--- config.mk ---
export PLATFORM = sky130hd
export DESIGN_NAME = framebuffer_scanout_flat
export DESIGN_NICKNAME = d
export VERILOG_FILES = /design/src/rtl/framebuffer_scanout_if.sv /design/src/rtl/framebuffer_scanout.sv /design/src/flat_wrapper.sv
export SDC_FILE = /design/constraint.sdc
export NUM_CORES = 1
export LEC_CHECK = 0
export BUFFER_PORTS_ARGS = -buffer_cell sky130_fd_sc_hd__buf_2
export CAP_MARGIN = 10
export CORE_ASPECT_RATIO = 1.4
export CORE_MARGIN = 2
export CORE_UTILIZATION = 40
export CTS_CLUSTER_SIZE = 30
export DETAILED_ROUTE_END_ITERATION = 6
export GPL_TIMING_DRIVEN = 0
export SLEW_MARGIN = 20
export SYNTH_ARGS = -nofsm -noshare
export SYNTH_HDL_FRONTEND = slang
export SYNTH_SLANG_ARGS = --single-unit
--- constraint.sdc ---
create_clock -name clk -period 5.35 [get_ports clk]
set_input_delay 0.2675 -clock clk [delete_from_list [all_inputs] [get_ports clk]]
set_output_delay 0.2675 -clock clk [all_outputs]
set_load 0.01 [all_outputs]
--- src/rtl/framebuffer_scanout_if.sv ---
// Framebuffer RAM read port: address out, byte back one clock later.
// master is the scanout engine, slave is the RAM.
interface framebuffer_scanout_if #(
    parameter int ADDR_W = 14
);
    logic [ADDR_W-1:0] read_address;
    logic [7:0]        q;

    modport master (output read_address, input q);
    modport slave  (input read_address, output q);
endinterface

--- src/rtl/framebuffer_scanout.sv ---
// 640x480@60 scanout of a 320x240 1-bpp framebuffer, pixels doubled 2x2.
// Every output lags the beam counters by exactly three clocks.
module framebuffer_scanout #(
    parameter int H_VISIBLE        = 640,
    parameter int H_FRONT          = 16,
    parameter int H_SYNC           = 96,
    parameter int H_BACK           = 48,
    parameter int V_VISIBLE        = 480,
    parameter int V_FRONT          = 10,
    parameter int V_SYNC           = 2,
    parameter int V_BACK           = 33,
    parameter int RAM_ADDRESS_SIZE = 13
) (
    input  logic                  clk,
    input  logic                  reset,
    framebuffer_scanout_if.master ram,
    output logic                  hsync,
    output logic                  vsync,
    output logic                  de,
    output logic                  pixel,
    output logic                  frame_start
);
    localparam int H_TOTAL = H_VISIBLE + H_FRONT + H_SYNC + H_BACK;
    localparam int V_TOTAL = V_VISIBLE + V_FRONT + V_SYNC + V_BACK;
    localparam int AW      = RAM_ADDRESS_SIZE + 1;
    localparam int HS_LO   = H_VISIBLE + H_FRONT;
    localparam int HS_HI   = HS_LO + H_SYNC;
    localparam int VS_LO   = V_VISIBLE + V_FRONT;
    localparam int VS_HI   = VS_LO + V_SYNC;

    logic [9:0]    hc, vc, vc_next;
    logic          h_last, v_last;
    logic [9:0]    fetch_line;
    logic [AW-1:0] row, base, col;
    logic          fetch;
    logic [AW-1:0] rd_addr;
    logic [3:0]    hc_lo_d1;
    logic [7:0]    shreg;
    // bundles are {frame_start, vsync, hsync, de}
    logic [3:0]    tim0, tim_d1, tim_d2;

    assign h_last  = hc == 10'(H_TOTAL - 1);
    assign v_last  = vc == 10'(V_TOTAL - 1);
    assign vc_next = v_last ? 10'd0 : vc + 10'd1;

    // Beam position counters
    always_ff @(posedge clk) begin
        if (reset) begin
            hc <= '0;
            vc <= '0;
        end else begin
            hc <= h_last ? 10'd0 : hc + 10'd1;
            if (h_last) vc <= vc_next;
        end
    end

    // Fetch byte k one clock before its first pixel: at hc=16k-1,
    // or at the previous line's last clock for byte 0.
    always_comb begin
        fetch_line = h_last ? vc_next : vc;
        row        = AW'(fetch_line >> 1);
        base       = (row << 5) + (row << 3);
        col        = h_last ? '0 : AW'((hc + 10'd1) >> 4);
        fetch      = (fetch_line < 10'(V_VISIBLE)) &&
                     (h_last || (hc[3:0] == 4'hf &&
                                 hc < 10'(H_VISIBLE - 1)));
    end

    // Read address register; holds through blanking
    always_ff @(posedge clk) begin
        if (reset) rd_addr <= '0;
        else if (fetch) rd_addr <= base + col;
    end

    assign ram.read_address = rd_addr;

    assign tim0 = {
        hc == 10'd0 && vc == 10'd0,
        !(vc >= 10'(VS_LO) && vc < 10'(VS_HI)),
        !(hc >= 10'(HS_LO) && hc < 10'(HS_HI)),
        hc < 10'(H_VISIBLE) && vc < 10'(V_VISIBLE)
    };

    // Delay timing two clocks to line up with the shift register
    always_ff @(posedge clk) begin
        if (reset) begin
            hc_lo_d1 <= '0;
            tim_d1   <= 4'b0110;
            tim_d2   <= 4'b0110;
        end else begin
            hc_lo_d1 <= hc[3:0];
            tim_d1   <= tim0;
            tim_d2   <= tim_d1;
        end
    end

    // Load on the byte's first pixel, then shift every second clock
    always_ff @(posedge clk) begin
        if (reset) shreg <= '0;
        else if (hc_lo_d1 == 4'd0) shreg <= ram.q;
        else if (!hc_lo_d1[0]) shreg <= {shreg[6:0], 1'b0};
    end

    // Registered VGA outputs
    always_ff @(posedge clk) begin
        if (reset) begin
            hsync       <= 1'b1;
            vsync       <= 1'b1;
            de          <= 1'b0;
            pixel       <= 1'b0;
            frame_start <= 1'b0;
        end else begin
            frame_start <= tim_d2[3];
            vsync       <= tim_d2[2];
            hsync       <= tim_d2[1];
            de          <= tim_d2[0];
            pixel       <= tim_d2[0] & shreg[7];
        end
    end
endmodule
--- src/flat_wrapper.sv ---
// flat-port wrapper written by rule: the top's interface ports become plain ports
module framebuffer_scanout_flat 
#(
    parameter int H_VISIBLE        = 640,
    parameter int H_FRONT          = 16,
    parameter int H_SYNC           = 96,
    parameter int H_BACK           = 48,
    parameter int V_VISIBLE        = 480,
    parameter int V_FRONT          = 10,
    parameter int V_SYNC           = 2,
    parameter int V_BACK           = 33,
    parameter int RAM_ADDRESS_SIZE = 13
)
  (clk, reset, hsync, vsync, de, pixel, frame_start, ram_read_address, ram_q);
  framebuffer_scanout_if ram_i ();
  input  logic clk;
  input  logic reset;
  output logic hsync;
  output logic vsync;
  output logic de;
  output logic pixel;
  output logic frame_start;
  output wire logic [$bits(ram_i.read_address)-1:0] ram_read_address;
  input wire logic [$bits(ram_i.q)-1:0] ram_q;
  assign ram_read_address = ram_i.read_address;
  assign ram_i.q = ram_q;
  framebuffer_scanout #(.H_VISIBLE(H_VISIBLE), .H_FRONT(H_FRONT), .H_SYNC(H_SYNC), .H_BACK(H_BACK), .V_VISIBLE(V_VISIBLE), .V_FRONT(V_FRONT), .V_SYNC(V_SYNC), .V_BACK(V_BACK), .RAM_ADDRESS_SIZE(RAM_ADDRESS_SIZE)) u_core (.clk(clk), .reset(reset), .ram(ram_i), .hsync(hsync), .vsync(vsync), .de(de), .pixel(pixel), .frame_start(frame_start));
endmodule
==> results of run 1 <==
synthesized netlist by cell type, drive strengths merged (3+ instances only):
| cell type | number |
|---|---|
| dfxtp | 59 |
| nor2 | 44 |
| a21oi | 24 |
| ha | 20 |
| inv | 19 |
| nand2 | 16 |
| o21ai | 15 |
| nand3 | 14 |
| xnor2 | 12 |
| nor2b | 8 |
| and2 | 7 |
| mux2i | 7 |
| nor4 | 7 |
| buf | 6 |
| clkbuf | 6 |
| or3 | 6 |
| xor2 | 6 |
| nand4 | 5 |
| a211oi | 4 |
| nand2b | 4 |
| or2 | 4 |
| and3 | 3 |
| fa | 3 |
| nor3 | 3 |
| o211ai | 3 |
| o41ai | 3 |
where the power goes:
group / switching [W] / total (W) / internal [W]
combinational: 0.0000262 / 0.0000453 / 0.0000191
sequential: 0.00000558 / 0.000456 / 0.000450
clock: 0.000185 / 0.000450 / 0.000265
registers in the layout, indices dropped and copies added (netlist names):
| register | flops |
|---|---|
| u_core.hc | 10 |
| u_core.hc_lo_d1 | 4 |
| u_core.tim_d1 | 4 |
| u_core.tim_d2 | 4 |
| u_core.vc | 10 |
| u_core.ram.read_address | 14 |
| u_core.frame_start | 1 |
| u_core.shreg | 8 |
| u_core.hsync | 1 |
| u_core.pixel | 1 |
| u_core.de | 1 |
| u_core.vsync | 1 |
through the flow:
stage | cells | setup WS [ns] | hold WS (ns) | util, %
after floorplan | 329 | 1.65 | 0.347 | -
after global placement | 454 | 1.14 | 0.395 | 44.5
after detailed placement | 454 | 1.09 | 0.398 | 44.5
after CTS | 470 | 1.07 | 0.159 | 47.5
after global routing | 470 | 0.725 | 0.163 | 47.5
final | 470 | 1.11 | 0.170 | 47.5
per-layer routing:
layer | vias up | part of all wire [%] | track usage (%)
met3 | 17 | 3.4 | 3.99
met2 | 38 | 53 | 32.3
met5 | - | 0 | 0
li1 | 1223 | - | -
met4 | 0 | 2.6 | 8.29
met1 | 1103 | 41 | 18.5
logic make-up after synthesis:
kind of cell,synth area share (%)
AOI/OAI and AO/OA,13.6
xor gates and xnor gates,5.27
adders and majority gates,10.4
buffers and inverters,4.39
DFF,39.5
muxes,2.34
and+or+nand+nor,24.6
cells in the final DEF, fill, tap and decap left out, types with 7 or more instances in the layout:
| master | synthesis | routed |
|---|---|---|
| a21oi_1 | 24 | 24 |
| ha_1 | 20 | 20 |
| nor2_1 | 43 | 43 |
| buf_2 | 3 | 31 |
| mux2i_1 | 7 | 7 |
| nand3_1 | 14 | 14 |
| and2_1 | 7 | 7 |
| inv_1 | 18 | 18 |
| xnor2_1 | 12 | 12 |
| clkbuf_8 | 0 | 9 |
| dfxtp_1 | 59 | 59 |
| o21ai_0 | 14 | 14 |
| nand2_1 | 16 | 16 |
| nor2b_1 | 8 | 8 |
critical path: stages (launching register included):
cell      delay, ns
dfxtp_1        0.39
ha_1           0.24
nand4_2        0.29
nor4_4         0.52
nand2_1        0.16
o41ai_1        0.68
fa_1           0.55
ha_1           0.30
a21oi_1        0.21
o211ai_1       0.19
o21ai_0        0.22
nand2b_1       0.08
a21oi_1        0.19
a211oi_2       0.09
layout make-up:
type	instances	area (sq um)	share of cell area (%)
Buffer	12	60.1	1.73
Clock buffer	9	124	3.56
Clock inverter	7	100	2.88
Inverter	19	71.3	2.05
Multi-Input combinational cell	239	1680	48.3
Sequential cell	59	1180	34.0
Tap cell	97	121	3.49
Timing Repair Buffer	28	140	4.03
worst min-delay path by stage:
stage | start | end | slack, ns | cells past startpoint
6_report | ram_q[0] | u_core.shreg[0] | 0.17 | 3
5_1_grt | ram_q[0] | u_core.shreg[0] | 0.16 | 3
4_1_cts | ram_q[0] | u_core.shreg[0] | 0.16 | 3
3_5_place_dp | u_core.tim_d1[1] | u_core.tim_d2[1] | 0.40 | 1
3_3_place_gp | u_core.tim_d1[1] | u_core.tim_d2[1] | 0.40 | 1
2_1_floorplan | reset | u_core.de | 0.35 | 1
==> impl_results.md, run 1 <==
* Status: finished clean
* Clk_lat worst skew at about 0.34 ns
* Syn_area_per_cell at 9.09 sq um
* Routed via count at 2381
* Worst Setup SP: u_core.hc[0]
* Tot Pwr at 0.000952 W
* Crit share post-route at 79.2%
* WL/cell at 13.8 um
* Number of DRC markers in iteration 0 at around 130
* DR DRC count at 0
* Initial antenna violation count at 0
* Port buffer count at 28
* Hold crit path type: in2reg
* Largest net degree at the start of global routing at 13
* R2R Setup Slk at between 1 and 1.5 ns
* Maximum fanout along the worst path at 8
* Final Hold Vio Count at 0
* Clock root cell: clkbuf_8
* Total gr overflow at 0
* CTS Sinks at 59
* Worst Path Required at between 5 and 6 ns
* Site Rows at 37
* # fillers at 759
* Setup Buffers After CTS at 0
* Setup Skew at around 0.01 ns
* Max Cap Violations at 0
* Width of the die at 77.1 um
* Post-DRT Antenna Nets at 0
* # nets final at between 400 and 500
* Initial Util at between 40% and 50%
* First-pass GRT wire length at ~11000 um
* Worst Tran Pin Value at 1.02 ns
* Worst setup endpoint: u_core.ram.read_address[13]
* Share of the yosys chip area belonging to registers at 39.5%
* Hpwl dp at ~5000 um
* Number of synthesized flops with an enable pin at 0
* Overall routing resource usage at 17.4%
* Fin. max-slew vios at 0
* Synth cell types at 53
* Cell taking the most area after synthesis: dfxtp_1
* Diode count at 0
* Drt total wl at between 6000 and 7000 um
* Vias per Instance at 5.07
* Worst setup SP type: flip-flop
* Post-synth ARST share at 0%
* Synthesized cell area at 2990 sq um
* Worst vdd ir at 143 uV
* Fmax at 0.236 GHz
* Worst-path clk slew at about 0.070 ns
* Fin area at 3480 sq um
* Hold buffers post-CTS at 0
* Top cells by area, synth: dfxtp_1, ha_1, nor2_1, a21oi_1, xnor2_1
* Routability cong. at 0.821
* Mapped Cells at 329
* Data arrival, critical path at roughly 4.5 ns
* Reg-to-reg startpoint: u_core.hc[0]
* Vias in the first global route at approximately 2400
* Syn_nets at 362
* Area Overhead vs Synth at 16.2%
* Die area at 8200 sq um
* Synthesis Warnings at 0
* Ys flop type: dfxtp_1
* CTS buffer count at 9
* Leak Pwr at 1.54 nW
* Worst R2R End: u_core.ram.read_address[13]
* Max Buffers Root-to-Sink at 2
* Flops & latches, synth at 59
* Placed cell areas at approximately 3300 sq um
* Die H at between 100 and 150 um
* Pwr/cell area at 274 nW/um^2
* Number of gates resized after CTS at 0
* Setup CP Type: reg2reg
* Slew HR at a little under a third
* Critical path endpoint category: flip-flop
* RSZ-0062 raised after global routing: no
* Tmin final at approximately 4.2 ns
* Setup violations, final at 0
* Share of cells above drive strength 1 at between 10% and 20%
* Core region area at 7310 sq um
* Top Ports at 29
* Fin Setup TNS at 0 ns
* Synth top area share at 39.5%
* H-tree levels at 3
* TritonCTS clock tree: yes
* Worst Reg-to-Reg Cells at 13
* Pre-antenna DRT Iters at 6
Power figures use the tool's default switching activity.
==> run 2: changes to the inputs <==
==> constraint.sdc (replaced) <==
create_clock -name clk -period 3.8 [get_ports clk]
set_input_delay 0.19 -clock clk [delete_from_list [all_inputs] [get_ports clk]]
set_output_delay 0.19 -clock clk [all_outputs]
set_load 0.01 [all_outputs]
==> run 2 against run 1 <==
Net effect: cell count up 3.0%; register-to-register slack got worse by 0.94 ns; hold slack lost 0.080 ns; clock skew barely moved; sequential share of layout area fell by 1.9 points; largest power group unchanged.
==> impl_results.md, run 2 (synthesis results as in run 1) <==
* Status: finished clean
* Reg-to-reg startpoint: u_core.hc[4]
* Internal power at 0.00103 W (+41%)
* Die area at 8200 sq um (unchanged)
* Sequential share of power at 47.8% (about the same)
* Psw at 0.000310 W (+43%)
* Max Buffers Root-to-Sink at 2 (unchanged)
* Logic pwr share at 4.9% (about the same)
* Placed Cells at 454 (unchanged)
* Final hold slack at 0.0896 ns (-0.0803 ns)
* Met1 Track Usage GR at 18.7% (+0.16 points)
* Setup CP Type: reg2reg
* Setup Skew at 0.0101 ns (-0.0000101 ns)
* GRT busiest layer: met2
* Hold crit path type: in2reg
* Largest net degree at the start of global routing at 13 (unchanged)
* Global routing met3 resource utilization at 3.99% (unchanged)
* Port buffer count at 28 (unchanged)
* Most frequent cells in the layout: dfxtp_1, nor2_1, buf_2
* Initial antenna violation count at 0 (unchanged)
* FF+latch area at 1190 sq um (+0.85%)
* CTS Sinks at 59 (unchanged)
* Most common cell after layout, fill and taps aside: dfxtp_1
* Worst R2R End: u_core.ram.read_address[11]
* CTS buffer count at 9 (unchanged)
* Initial Util at 40.9% (unchanged)
* DR DRC count at 0 (unchanged)
* Number of DRC markers in iteration 0 at 117 (-9.3%)
* Data arrival, critical path at 3.89 ns (-0.57 ns)
* Drt total wl at 6730 um (+3.6%)
* Largest register FFs at 14 (unchanged)
* Pwr/cell area at 362 nW/um^2 (+32%)
* Placed cell areas at 3250 sq um (unchanged)
* Tot Pwr at 0.00134 W (+41%)
* Critical path endpoint category: flip-flop
* Vias in the first global route at 2436 (+1.6%)
* Min-delay src: ram_q[0]
* Tmin final at 3.63 ns (-0.610 ns)
* Maximum fanout along the worst path at 7 (-1)
* Width of the die at 77.1 um (unchanged)
* WL/cell at 13.9 um (+0.59%)
* H-tree levels at 3 (unchanged)
* Vias per Instance at 5.12 (+0.98%)
* Worst Path Required at 4.06 ns (-1.51 ns)
* Clk_lat worst skew at 0.34 ns (about the same)
* Worst setup SP type: flip-flop
* Die H at 106 um (unchanged)
* Worst-path clk slew at 0.07 ns (about the same)
* # fillers at 728 (-4.1%)
* Footprint of the multi-input gates at 1800 sq um (+6.9%)
* Core region area at 7310 sq um (unchanged)
* Area Overhead vs Synth at 24.0%
* R2R Setup Slk at 0.17 ns (-0.94 ns)
* Share of cells above drive strength 1 at 26.9% (+8.1 points)
* Max Cap Violations at 0 (unchanged)
* First-pass GRT wire length at 11300 um (+1.7%)
* Hold Path Stages at 3 (unchanged)
* Grt met2 use at 33.3% (+1.1 points)
* Fin. max-slew vios at 0 (unchanged)
* Setup violations, final at 0 (unchanged)
* Worst Tran Pin Value at 1.02 ns (+0.0000914 ns)
* Diode count at 0 (unchanged)
* Switch share at 23.1% (+0.23 points)
* TritonCTS clock tree: yes
* Leak Pwr at 1.64 nW (+7.0%)
* Fin area at 3710 sq um (+6.7%)
* Pre-antenna DRT Iters at 4 (-2)
* Crit share post-route at 95.5% (+16 points)
* Total gr overflow at 0 (unchanged)
* Worst vdd ir at 200 uV (+40%)
* Top Ports at 29 (unchanged)
* Site Rows at 37 (unchanged)
* Overall routing resource usage at 17.8% (+0.36 points)
* Final Hold Vio Count at 0 (unchanged)
* Non-Filler Instances at 484 (+3.0%)
* Slew HR at 31.1% (about the same)
* # nets final at 415 (+3.5%)
* Fmax at 0.276 GHz (+17%)
* Hpwl dp at 5010 um (unchanged)
* Post-DRT Antenna Nets at 0 (unchanged)
* Clock power frac at 47.4% (about the same)
* Fin Setup TNS at 0 ns (unchanged)
* Worst Hold Path EP: u_core.shreg[0]
* Routed via count at 2476 (+4.0%)
* Routability cong. at 0.821 (unchanged)
* Worst Reg-to-Reg Cells at 15 (+2)
* Clock root cell: clkbuf_8
[run 2: final cells by class]
class                      instances  share of cell area, %
multi-input combinational        239                   48.4
sequential                        59                   32.1
timing repair buffer              42                   6.61
clock buffer                       9                   3.34
tap                               97                   3.27
clock inverter                     7                   2.70
inverter                          19                   1.92
buffer                            12                   1.62
[run 2: power by group through the flow]
stage,logic [W],registers [W],clock network [W]
2_1_floorplan,0.0000455,0.000655,0
3_3_place_gp,0.0000640,0.000656,0
3_5_place_dp,0.0000648,0.000656,0
4_1_cts,0.0000657,0.000642,0.000649
5_1_grt,0.0000754,0.000644,0.000673
6_report,0.0000653,0.000642,0.000636
[run 2: how the worst max path moves through the flow]
stage / to / depth (start not counted) / start
4_1_cts: u_core.ram.read_address[12] / 14 / u_core.hc[4]
3_3_place_gp: u_core.ram.read_address[13] / 13 / u_core.hc[0]
2_1_floorplan: u_core.ram.read_address[12] / 15 / u_core.hc[0]
3_5_place_dp: u_core.ram.read_address[13] / 13 / u_core.hc[0]
5_1_grt: u_core.ram.read_address[12] / 14 / u_core.hc[4]
6_report: u_core.ram.read_address[11] / 15 / u_core.hc[4]
[run 2: repair_timing]
| action | 4_1_cts | 5_1_grt |
|---|---|---|
| setup buffers | 3 | 11 |
| resized for setup | 7 | 24 |
| hold buffers | 0 | 0 |
| endpoints found under the setup margin | 7 | 5 |
| pin swaps | 1 | 12 |
[run 2: worst max-delay path, cell delays in order, from the launching register on]
cell and delay, ns:
dfxtp_4 0.37, or3b_4 0.42, nor4_4 0.27, buf_4 0.18, nand2_2 0.07, o41ai_4 0.34
inv_1 0.11, fa_1 0.52, inv_1 0.06, ha_4 0.28, nand3_1 0.07, o211ai_1 0.32
nor2_1 0.11, a21oi_2 0.13, xnor2_1 0.08, a211oi_1 0.20
[run 2: through the flow]
step	setup slack (ns)	utilization, %
CTS	0.0158	48.3
detailed placement	-0.459	44.5
floorplan	0.104	-
global route	-0.0402	50.7
global placement	-0.412	44.5
finish	0.172	50.7
[run 2: metal layers]
metal / wire length, um / vias up / share of wire [%]
met5: 0 / - / 0
met4: 204 / 0 / 3.0
met3: 208 / 19 / 3.1
met2: 3580 / 45 / 53
met1: 2730 / 1164 / 41
li1: - / 1248 / -
